File: src/rtl/nibble_add_seq_pkg.sv
// rtl/nibble_add_seq_pkg.sv - shared state encoding and slice width for nibble_add_seq
package nibble_add_seq_pkg;

  typedef enum logic [1:0] {
    ST_IDLE = 2'd0,
    ST_RUN  = 2'd1,
    ST_DONE = 2'd2
  } state_t;

  localparam int SLICE_W = 4;

endpackage

File: src/rtl/nibble_add_seq_cla4.sv
// rtl/nibble_add_seq_cla4.sv - 4-bit carry-lookahead slice with carry-in
// c3 is exposed so the top can form signed overflow on the MSB slice.
module cla4_cin (
  input  logic [3:0] a,
  input  logic [3:0] b,
  input  logic       cin,
  output logic [3:0] s,
  output logic       c3,
  output logic       cout
);

  logic [3:0] w_g;
  logic [3:0] w_p;
  logic [4:0] w_c;

  assign w_g = a & b;
  assign w_p = a ^ b;

  assign w_c[0] = cin;
  assign w_c[1] = w_g[0] | (w_p[0] & cin);
  assign w_c[2] = w_g[1] | (w_p[1] & w_g[0]) | (w_p[1] & w_p[0] & cin);
  assign w_c[3] = w_g[2] | (w_p[2] & w_g[1]) | (w_p[2] & w_p[1] & w_g[0])
                | (w_p[2] & w_p[1] & w_p[0] & cin);
  assign w_c[4] = w_g[3] | (w_p[3] & w_g[2]) | (w_p[3] & w_p[2] & w_g[1])
                | (w_p[3] & w_p[2] & w_p[1] & w_g[0])
                | (w_p[3] & w_p[2] & w_p[1] & w_p[0] & cin);

  assign s    = w_p ^ w_c[3:0];
  assign c3   = w_c[3];
  assign cout = w_c[4];

endmodule

File: src/rtl/nibble_add_seq.sv
// rtl/nibble_add_seq.sv - nibble-serial adder/subtractor, one CLA slice per RUN cycle
// Subtraction is A + ~B + 1: B is inverted at accept and the carry register seeded with op_sub.
module nibble_add_seq
  import nibble_add_seq_pkg::*;
#(
  parameter int NIBBLES = 4
) (
  input  logic                         clk,
  input  logic                         rst_n,
  input  logic                         in_valid,
  output logic                         in_ready,
  input  logic [SLICE_W*NIBBLES-1:0]   op_a,
  input  logic [SLICE_W*NIBBLES-1:0]   op_b,
  input  logic                         op_sub,
  output logic                         out_valid,
  input  logic                         out_ready,
  output logic [SLICE_W*NIBBLES-1:0]   result,
  output logic                         carry,
  output logic                         ovf,
  output logic                         busy
);

  localparam int W     = SLICE_W * NIBBLES;
  localparam int IDX_W = $clog2(NIBBLES);

  state_t             r_state;
  state_t             w_next;
  logic [W-1:0]       r_a;
  logic [W-1:0]       r_b;
  logic               r_cy;
  logic [IDX_W-1:0]   r_idx;
  logic [W-1:0]       r_result;
  logic               r_carry;
  logic               r_ovf;
  logic               r_out_valid;

  logic [IDX_W+1:0]   w_base;
  logic [3:0]         w_s;
  logic               w_c3;
  logic               w_cout;
  logic               w_last;

  assign w_base = {r_idx, 2'b00};
  assign w_last = (r_idx == IDX_W'(NIBBLES - 1));

  cla4_cin u_cla (
    .a    (r_a[w_base +: SLICE_W]),
    .b    (r_b[w_base +: SLICE_W]),
    .cin  (r_cy),
    .s    (w_s),
    .c3   (w_c3),
    .cout (w_cout)
  );

  always_ff @(posedge clk or negedge rst_n) begin
    if (!rst_n) begin
      r_state <= ST_IDLE;
    end else begin
      r_state <= w_next;
    end
  end

  always_comb begin
    w_next = r_state;
    case (r_state)
      ST_IDLE: if (in_valid)  w_next = ST_RUN;
      ST_RUN:  if (w_last)    w_next = ST_DONE;
      ST_DONE: if (out_ready) w_next = ST_IDLE;
      default:                w_next = ST_IDLE;
    endcase
  end

  always_comb begin
    in_ready = 1'b0;
    busy     = 1'b0;
    case (r_state)
      ST_IDLE: in_ready = 1'b1;
      ST_RUN,
      ST_DONE: busy     = 1'b1;
      default: ;
    endcase
  end

  // Datapath; result keeps its old value outside RUN and is overwritten one nibble per cycle.
  always_ff @(posedge clk or negedge rst_n) begin
    if (!rst_n) begin
      r_a         <= '0;
      r_b         <= '0;
      r_cy        <= 1'b0;
      r_idx       <= '0;
      r_result    <= '0;
      r_carry     <= 1'b0;
      r_ovf       <= 1'b0;
      r_out_valid <= 1'b0;
    end else begin
      case (r_state)
        ST_IDLE: begin
          if (in_valid) begin
            r_a   <= op_a;
            r_b   <= op_b ^ {W{op_sub}};
            r_cy  <= op_sub;
            r_idx <= '0;
          end
        end
        ST_RUN: begin
          r_result[w_base +: SLICE_W] <= w_s;
          r_cy  <= w_cout;
          r_idx <= r_idx + 1'b1;
          if (w_last) begin
            r_carry     <= w_cout;
            r_ovf       <= w_c3 ^ w_cout;
            r_out_valid <= 1'b1;
          end
        end
        ST_DONE: begin
          if (out_ready) r_out_valid <= 1'b0;
        end
        default: ;
      endcase
    end
  end

  assign out_valid = r_out_valid;
  assign result    = r_result;
  assign carry     = r_carry;
  assign ovf       = r_ovf;

endmodule

File: config.mk
export PLATFORM = sky130hd
export DESIGN_NAME = nibble_add_seq
export DESIGN_NICKNAME = d
export VERILOG_FILES = /design/src/rtl/nibble_add_seq_pkg.sv /design/src/rtl/nibble_add_seq_cla4.sv /design/src/rtl/nibble_add_seq.sv
export SDC_FILE = /design/constraint.sdc
export NUM_CORES = 1
export LEC_CHECK = 0
export ABC_CLOCK_PERIOD_IN_PS = 2380
export CORE_MARGIN = 5
export CORE_UTILIZATION = 46
export DETAILED_ROUTE_END_ITERATION = 8
export PLACE_DENSITY = 0.82
export SYNTH_ARGS = -nofsm -noshare
export SYNTH_HDL_FRONTEND = slang
export SYNTH_SLANG_ARGS = --single-unit
File: constraint.sdc
create_clock -name clk -period 2.38 [get_ports clk]
set_input_delay 0.238 -clock clk [delete_from_list [all_inputs] [get_ports clk]]
set_output_delay 0.238 -clock clk [all_outputs]
set_load 0.02 [all_outputs]
==> results list <==
- The critical path is of the flop to flop type.
* Final critical delay including setup and external delays: 2290 ps
- The repair_antennas step left the layout with diodes totalling 0.
- The via count of the first global-routing pass came to 1982.
- HPWL after DPL: 4070 µm
* Post-route ant nets: 0
- Hold/Removal Path Class: input pin to asynchronous set/reset pin
* Post-Route Hold Slack: 468 ps
- Post-Route Setup TNS: 0 ps
- Portion of the post-synthesis area used by sequential elements: 0.503
* Worst path arrival time: 2450 ps
- Setup repair after global routing left no endpoint under its margin.
- Pin placement for this block handled 58 I/O pins.
- Max-cap violations in this run came to 0.
* CTS Root Buffer Type: sky130_fd_sc_hd__clkbuf_8
* Initial Utilization: 0.473
* Switching share of power: 0.405
* Result of the run: finished, final reports clean
- Cell count after synthesis: 218
- The H-tree was split into 2 levels.
- Design internal power: 3250 µW
* TritonCTS buffer count: 5
* Clock network power share: 0.123
- The congestion estimate from routability-driven global placement came to 0.818.
- Critical-path maximum fanout: 10
- Of the total power, combinational logic draws 0.576.
* Timing-limited maximum frequency: 436 MHz
- Excluding fillers, the count of instances in the completed layout stands at 357.
- At the worst endpoint, the required time is 2530 ps.
- The final layout contains 333 nets.
- The clock net in this run drives a total of 56 sinks.
- IR analysis of the VDD net gives a maximum drop of 0.000849 V.
- Worst path cell trace: buf_12 > mux4_2 > ha_1 > a41oi_2 > o21ai_2 > a21oi_1 > a31oi_1
- Synthesis inferred 56 register bits.
- Before antenna repair, the detailed router went through 4 iterations.
- Area growth from synthesis to final layout: 31.3%
- At the pin with the least slew margin, the transition time is 546 ps.
* Avg WL per Cell: 15.3 µm
* IO Port Bufs: 57
- Launching element type of the critical path: flop
* Area of combinational cells with multiple inputs: 1340 µm²
- Distinct cell type count after synthesis: 29
* Residual overflow from global routing: 0
- Entering global routing, the biggest net connects 57 pins.
- Register area: 1400 µm²
- The number of hold-slack violations in the final timing report is 0.
- STA classifies the critical path endpoint as a flop.
- Avg Cell Area, Syn: 12.8 µm²
* Clock tree from TritonCTS: done
- Setup Slack @ Placement: -19.0 ps
- Fraction of layout cells with a size suffix above 1: 0.195
- Post-placement cell count: 346
- Syn nets: 270
- Summed instance area of the synthesized netlist: 2780 µm²
- The clock arrives with 5.93 ps of skew.
* Violation count after the first detailed-routing iteration: 79
- Detailed-route via count: 1867
- Drt total wl: 5470 µm
* Vertical extent of the die: 87.8 µm
- Max clock buf depth: 2
- The share of total power dissipated in sequential elements is 0.302.
* Power density relative to cell area: 1500 nW/µm²
- Setup violations remaining at the end of the flow were counted as 0.
- For this run, the total global-route usage over all layers was measured as 0.155.
- For this run, design rule violations remaining after detail routing come to 0.
* Initial antenna violation count: 0
* Post-DR vias/cell: 5.23
- The slowest stage of the critical path is the sky130_fd_sc_hd__mux4_2 cell.
- The floorplan step defined a die boundary enclosing 7710 µm².
* Slack of the worst reg-to-reg path: 90 ps
- Row generation in the floorplan step produced 28 rows.
- Clock latency at the later pin of the worst-skew pair: 310 ps
* Placeable core region: 5890 µm²
* Number of warnings printed during yosys synthesis: 0
- P_leak: 0.00157 µW
- Worst slew margin relative to its limit: 0.636
* DIE WIDTH: 87.8 µm
* Final Max Slew Viols: 0
* Wire length of the first global-routing pass: 9230 µm
- After clock tree synthesis, the clock-pin slew on the worst setup and hold paths is 90 ps.
- Fill cell instance count of the final layout: 469
* Net switching component of the power: 2220 µW
- Once routing completed, OpenROAD measured the worst setup slack at 86.3 ps.
- For this run, the share of the core covered by cells in the final layout is 0.621.
* Max stage delay on crit path: 550 ps
- In the finished design, the share of the clock period the worst path needs comes to 0.964.
cell type report:
cell class / count / share of cell area
inverters: 9 / 0.00924
clock inverters: 1 / 0.00822
flip-flops and latches: 56 / 0.384
repair buffers: 66 / 0.181
well taps: 75 / 0.0257
multi-input cells: 143 / 0.366
clock buffers: 7 / 0.0264
routing by layer:
metal  part of all wire  track usage  vias to the layer above
met1               0.42        0.200                      911
met4              0.010       0.0432                        0
met5                  0            0                        -
met2               0.52        0.266                       46
met3              0.057       0.0282                        6
li1                   -            -                      904
worst paths after layout:
| kind | startpoint | to | cells past startpoint |
|---|---|---|---|
| worst max-delay path | r_idx[0] | r_cy | 7 |
| worst min-delay path | rst_n | result[0] | 3 |
| worst max register to register | r_idx[0] | r_cy | 7 |
| worst min register to register | r_b[15] | r_b[15] | 2 |
| max in group asynchronous | rst_n | r_idx[1] | 3 |
| min in group clk | r_b[15] | r_b[15] | 2 |
critical path, delay by kind of cell, from the launching register on:
kind                       cells  cell delay (ps)
AOI/OAI and AO/OA              4              690
muxes                          1              550
DFF                            1              390
adders and majority gates      1              360
buffers and inverters          1              150
metrics by stage:
stage / instance area, µm² / power (µW)
after floorplan: 2780 / 3580
after global placement: 3460 / 4430
after detailed placement: 3460 / 4560
after CTS: 3610 / 5320
after global routing: 3650 / 5830
final: 3650 / 5470
kinds of logic (layout without fill, tap and decap cells):
logic type / Yosys count / count (layout) / synth area share
flip-flops: 56 / 56 / 0.503
AO/OA/AOI/OAI: 50 / 50 / 0.123
AND/OR/NAND/NOR: 32 / 32 / 0.0724
multiplexers: 27 / 27 / 0.141
XOR/XNOR: 19 / 19 / 0.0598
buffers and inverters: 19 / 83 / 0.0310
adder cells (fa/ha/maj): 15 / 15 / 0.0701
power groups by stage:
stage	combinational, µW	sequential, µW	clock (µW)
after floorplan	1900	1680	0
after global placement	2780	1650	0
after detailed placement	2890	1670	0
after CTS	2990	1650	684
after global routing	3420	1700	711
final	3150	1650	671
registers in the layout (all words and copies together), names as in the netlist:
name / count
r_a: 16
r_b: 16
result: 16
r_idx: 2
r_state: 2
carry: 1
out_valid: 1
ovf: 1
r_cy: 1
cells in the mapped netlist:
| cell type | instances | area, µm² |
|---|---|---|
| sky130_fd_sc_hd__dfrtp_1 | 56 | 1400 |
| sky130_fd_sc_hd__clkbuf_1 | 2 | 7.51 |
| sky130_fd_sc_hd__mux2i_1 | 2 | 20.0 |
| sky130_fd_sc_hd__a21o_1 | 1 | 7.51 |
| sky130_fd_sc_hd__o21ai_0 | 17 | 85.1 |
| sky130_fd_sc_hd__inv_1 | 9 | 33.8 |
| sky130_fd_sc_hd__nand2_1 | 25 | 93.8 |
| sky130_fd_sc_hd__buf_4 | 2 | 15.0 |
| sky130_fd_sc_hd__xor2_1 | 2 | 17.5 |
| sky130_fd_sc_hd__ha_1 | 14 | 175 |
| sky130_fd_sc_hd__a32o_1 | 1 | 10.0 |
| sky130_fd_sc_hd__a22oi_2 | 1 | 12.5 |
| sky130_fd_sc_hd__buf_2 | 6 | 30.0 |
| sky130_fd_sc_hd__mux2_2 | 17 | 191 |
| sky130_fd_sc_hd__o22a_1 | 1 | 8.76 |
| sky130_fd_sc_hd__a22o_1 | 16 | 140 |
| sky130_fd_sc_hd__fa_1 | 1 | 20.0 |
| sky130_fd_sc_hd__nor2_1 | 1 | 3.75 |
| sky130_fd_sc_hd__a21oi_1 | 7 | 35.0 |
| sky130_fd_sc_hd__nor4_4 | 1 | 21.3 |
| sky130_fd_sc_hd__xnor2_1 | 17 | 149 |
| sky130_fd_sc_hd__nand2b_1 | 1 | 6.26 |
| sky130_fd_sc_hd__o21ai_2 | 1 | 8.76 |
| sky130_fd_sc_hd__a41oi_1 | 1 | 8.76 |
| sky130_fd_sc_hd__nand3_1 | 1 | 5.00 |
| sky130_fd_sc_hd__o22ai_1 | 1 | 6.26 |
| sky130_fd_sc_hd__mux4_2 | 8 | 180 |
| sky130_fd_sc_hd__a31oi_1 | 3 | 18.8 |
| sky130_fd_sc_hd__nor4b_4 | 3 | 71.3 |
cells in the final DEF, fill, tap and decap left out, types with 7 or more instances in the layout:
| cell | n |
|---|---|
| sky130_fd_sc_hd__ha_1 | 12 |
| sky130_fd_sc_hd__o21ai_0 | 17 |
| sky130_fd_sc_hd__mux2_2 | 17 |
| sky130_fd_sc_hd__dfrtp_1 | 55 |
| sky130_fd_sc_hd__clkbuf_8 | 7 |
| sky130_fd_sc_hd__mux4_2 | 8 |
| sky130_fd_sc_hd__a22o_1 | 16 |
| sky130_fd_sc_hd__nand2_1 | 25 |
| sky130_fd_sc_hd__clkdlybuf4s50_1 | 56 |
| sky130_fd_sc_hd__xnor2_1 | 16 |
| sky130_fd_sc_hd__inv_1 | 9 |
what timing repair did:
action | 4_1_cts | 5_1_grt
resized for setup | 2 | 6
pin swaps | 0 | 2
hold buffers | 1 | 0
buffers inserted | 0 | 2
setup endpoints to repair | 6 | 11
endpoints found under the hold margin | 56 | 0
(Power assumes the default switching activity.)
